## src/rtl/muldiv_sched.sv

```systemverilog
// Issue controller and hazard scheduler between EX and the multiply/divide unit.
// Produces a registered one-cycle issue strobe, a combinational stall, and issue/stall statistics.
module muldiv_sched #(
  parameter int CNT_W = 16
) (
  input  logic             clk,
  input  logic             reset,
  input  logic             ex_valid,
  input  logic [2:0]       ex_op,
  input  logic [31:0]      ex_a,
  input  logic [31:0]      ex_b,
  input  logic             flush,
  output logic             stall,
  output logic [31:0]      md_srca,
  output logic [31:0]      md_srcb,
  output logic [2:0]       md_control,
  output logic             md_used,
  input  logic             md_busy,
  output logic [CNT_W-1:0] issue_count,
  output logic [CNT_W-1:0] stall_count,
  output logic [1:0]       state_dbg
);

  typedef enum logic [1:0] {
    IDLE  = 2'd0,
    ISSUE = 2'd1,
    WAIT  = 2'd2
  } state_t;

  localparam logic [CNT_W-1:0] CNT_ONE = {{(CNT_W-1){1'b0}}, 1'b1};

  state_t           state_q, state_d;
  logic             md_used_q, md_used_d;
  logic [2:0]       md_control_q, md_control_d;
  logic [31:0]      md_srca_q, md_srca_d;
  logic [31:0]      md_srcb_q, md_srcb_d;
  logic [CNT_W-1:0] issue_count_q, issue_count_d;
  logic [CNT_W-1:0] stall_count_q, stall_count_d;
  logic             md_req;
  logic             accept;

  // Handshake: EX offers an op with md_req; it is taken (accept) only in a cycle where
  // stall is low. A stalled op is held in EX by the pipeline and offered again.
  always_comb begin
    md_req = ex_valid & (ex_op != 3'd0) & ~flush;
    stall  = md_req & ((state_q == ISSUE) | md_busy);
    accept = md_req & ~stall & (ex_op != 3'd7);

    state_d       = state_q;
    md_used_d     = accept;
    md_control_d  = accept ? ex_op : 3'd0;
    md_srca_d     = accept ? ex_a : md_srca_q;
    md_srcb_d     = accept ? ex_b : md_srcb_q;
    issue_count_d = accept ? issue_count_q + CNT_ONE : issue_count_q;
    stall_count_d = (stall && (stall_count_q != {CNT_W{1'b1}})) ?
                    stall_count_q + CNT_ONE : stall_count_q;

    // Accept cannot occur in ISSUE, nor in WAIT while the unit is busy, since both stall.
    case (state_q)
      IDLE:    if (accept) state_d = ISSUE;
      ISSUE:   state_d = WAIT;
      WAIT:    if (!md_busy) state_d = accept ? ISSUE : IDLE;
      default: state_d = IDLE;
    endcase
  end

  always_ff @(posedge clk) begin
    if (reset) begin
      state_q       <= IDLE;
      md_used_q     <= 1'b0;
      md_control_q  <= 3'd0;
      md_srca_q     <= 32'd0;
      md_srcb_q     <= 32'd0;
      issue_count_q <= '0;
      stall_count_q <= '0;
    end else begin
      state_q       <= state_d;
      md_used_q     <= md_used_d;
      md_control_q  <= md_control_d;
      md_srca_q     <= md_srca_d;
      md_srcb_q     <= md_srcb_d;
      issue_count_q <= issue_count_d;
      stall_count_q <= stall_count_d;
    end
  end

  assign md_used     = md_used_q;
  assign md_control  = md_control_q;
  assign md_srca     = md_srca_q;
  assign md_srcb     = md_srcb_q;
  assign issue_count = issue_count_q;
  assign stall_count = stall_count_q;
  assign state_dbg   = state_q;

endmodule

```

## config.mk

```make
export PLATFORM = sky130hd
export DESIGN_NAME = muldiv_sched
export DESIGN_NICKNAME = d
export VERILOG_FILES = /design/src/rtl/muldiv_sched.sv
export SDC_FILE = /design/constraint.sdc
export NUM_CORES = 1
export LEC_CHECK = 0
export CAP_MARGIN = 15
export CORE_MARGIN = 10
export CORE_UTILIZATION = 30
export DETAILED_ROUTE_END_ITERATION = 12
export GPL_TIMING_DRIVEN = 0
export SLEW_MARGIN = 25
export SYNTH_ARGS = -nofsm -noshare
export SYNTH_HDL_FRONTEND = slang
export SYNTH_SLANG_ARGS = --single-unit
export TNS_END_PERCENT = 50
```

## constraint.sdc

```tcl
create_clock -name clk -period 2.31 [get_ports clk]
set_input_delay 0.462 -clock clk [delete_from_list [all_inputs] [get_ports clk]]
set_output_delay 0.462 -clock clk [all_outputs]
set_load 0.005 [all_outputs]
```

==> results.cfg <==
[critical_path]
timing.rr.start = state_dbg[1]
cp_cell_sequence = clkdlybuf4s15_2 > or3_4 > o211ai_4 > buf_6 > inv_1 > clkdlybuf4s50_1
path_depth = 6
startpoint = ex_op[0]
r2r-end = md_srcb[10]
critical_path_class = input pin to primary output
end_kind = primary output
cp.arrival_ns = 1.76
crit_end = stall
worst_ep_required_time_ns = 1.85
reg2reg_slack_ns = 0.38
max_stage_delay_ns = 0.43
critPathSlowestCell = clkdlybuf4s50_1
path_max_fanout = 5
cp_num_buf_inv = 4
worstRegToRegCells = 7
cp_top_family = buffers and inverters
cp-start-kind = input pin

[floorplan]
start_util = 0.310
die_h_um = 135
io_pins = 175
dieArea_sq_mm = 0.0182
die_w_um = 135
design.core.area_sq_mm = 0.0128
rows = 41

[finish]
fin_area_sq_mm = 0.00626
fin_nets = 739
antenna_cells = 0
syn2layout_area_growth_pct = 58.2
fin_util = 0.490
layout-drive-gt1-share = 0.0657
fillCellCount = 1241
instances_no_fill = 842

[global_routing]
grt_usage = 0.143
grt_pass1_vias = 3854
overflow = 0
grt_max_degree = 17
grt_pass1_wl_um = 20600
antenna_found_initial = 0

[yosys]
synthesis.area_sq_mm = 0.00396
ys_seq_area_frac = 0.516
synth.area.top_cells = dfxtp_1 52%, nand2_1 13%, a21oi_1 8.6%
synth_cells = 479
syn_nets = 553
ys_warn_count = 0
synth_top_cell_by_area = dfxtp_1
synth_most_common_cell = nand2_1
synth-edff-count = 0
synth_cell_type_count = 37
synth.avg_cell_area_sq_um = 8.26
async_reset_ff_frac = 0
synth_top_area_frac = 0.516
synth_commonest_cells = 140 x nand2_1, 102 x dfxtp_1, 68 x a21oi_1
synth-main-ff-cell = dfxtp_1
ys_seq_elements = 102

[timing]
period_share = 0.962
tightest_slew_ns = 0.554
slew_headroom = 0.631
fin_crit_ns = 2.22
hold_ws_ns = 0.448
grt_setup_unrepaired = false
setup_violations = 0
setup_slack_ns = 0.0885
final_max_slew_viol_count = 0
skew_ns = 0.00698
max_clock_freq_ghz = 0.450
hold_viol = 0

[hold_path]
hold_class = input pin to register

[clocking]
cts_tree = yes
cts_max_path_buffers = 2
path_clk_slew_ns = 0.06
root_buffer = clkbuf_16
clk_latency_ns = 0.35
holdBufCountCts = 0
htreeDepth = 3
cts_buffers = 9
cts.sink_count = 102

[power]
ir_worst_vdd_uv = 488
leakage_uw = 0.00211
p_per_area_mw_per_mm2 = 622

[placed_design]
portBuffers = 173
place_area_sq_mm = 0.00590
place_inst = 824
pre_cts_ws_ns = -0.553
dp_hpwl_um = 10200
gp_congestion = 0.860

[routing]
drt-vias-per-instance = 4.60
wl_um = 13200
drt_iter0_markers = 175
via_count = 3870
wl_per_cell_um = 15.7
antenna_left = 0
drt_first_pass_iters = 4
drc = 0

[status]
status = finished clean

[job]
drv_cap = 0
==> cells in the final DEF (no fill, tap or decap), drive strengths merged <==
cell	netlist	routed
clkdlybuf4s50	0	167
nand2	141	141
dfxtp	102	102
a21oi	68	68
nor2	37	37
clkbuf	13	23
xnor2	19	19
buf	14	18
nand3	15	15
nand4	11	11
nor4	11	11
nor3	8	8
xor2	7	7
and2	6	6
and4	3	3
o21ai	3	3
and3	3	3
bufinv	0	3
dlygate4sd2	0	3
nor2b	3	3
or3	3	3
inv	2	2
ha	2	2
clkinvlp	0	2
o211ai	1	1
a311o	1	1
nand2b	1	1
a311oi	1	1
mux2i	1	1
nor3b	1	1
nor4b	1	1
mux2	1	1
clkinv	0	1
clkdlybuf4s15	0	1
==> stage by stage <==
step / total power, uW / setup TNS, ns
finish: 3890 / 0
global route: 4050 / 0
CTS: 3960 / 0
detailed placement: 2220 / -14.59
global placement: 2220 / -15.11
floorplan: 1970 / 0
==> cell type report <==
cell class,instances,area [sq um],share of cell area
buffer,27,125,0.0200
clock buffer,10,229,0.0366
clock inverter,6,110,0.0176
inverter,2,7.51,0.00120
multi-input combinational,348,1800,0.287
sequential,102,2040,0.326
tap,172,215,0.0344
timing repair buffer,175,1730,0.277
==> worst reg2reg max path: stages, from the launching register on <==
cell and delay [ns]:
dfxtp_1 0.42, nor2b_4 0.09, a311oi_4 0.48, nand2_2 0.21
buf_2 0.25, buf_2 0.21, nand2_1 0.10, a21oi_1 0.06
==> timing repair <==
action | CTS | global route
resized for setup | 16 | 4
setup buffers | 2 | 0
endpoints found under the setup margin | 1 | 1
pin swaps | 1 | 1
==> how the worst min path moves through the flow <==
| stage | start | endpoint | slack (ns) | cells past startpoint |
|---|---|---|---|---|
| 2_1_floorplan | md_srca[0] | md_srca[0] | 0.45 | 2 |
| 3_3_place_gp | md_srca[6] | md_srca[6] | 0.44 | 2 |
| 3_5_place_dp | md_srcb[7] | md_srcb[7] | 0.45 | 2 |
| 4_1_cts | md_srcb[7] | md_srcb[7] | 0.46 | 2 |
| 5_1_grt | ex_op[2] | md_control[2] | 0.44 | 2 |
| 6_report | ex_op[2] | md_control[2] | 0.45 | 2 |
==> sequential cells by signal, indices dropped and copies added, names as in the netlist <==
register	flops
md_control	3
state_dbg	2
stall_count	16
md_srcb	32
md_srca	32
md_used	1
issue_count	16
==> power by group <==
part	total (uW)	switching (uW)	internal, uW
sequential	1820	20.5	1800
combinational	363	154	209
clock	1720	658	1060
total	3890	833	3060
==> logic make-up after synthesis <==
kind of cell | count (synthesis) | synth area share
and+or+nand+nor | 244 | 0.279
DFF | 102 | 0.516
AOI/OAI and AO/OA | 74 | 0.104
buffers and inverters | 29 | 0.0319
xor gates and xnor gates | 26 | 0.0575
muxes | 2 | 0.00537
adders and majority gates | 2 | 0.00632
==> per-layer routing <==
| layer | global-route usage | wire, um |
|---|---|---|
| met2 | 0.233 | 6250 |
| met4 | 0.0393 | 163 |
| met5 | 0 | 0 |
| met1 | 0.166 | 5720 |
| met3 | 0.0616 | 1110 |
Power figures use the tool's default switching activity.
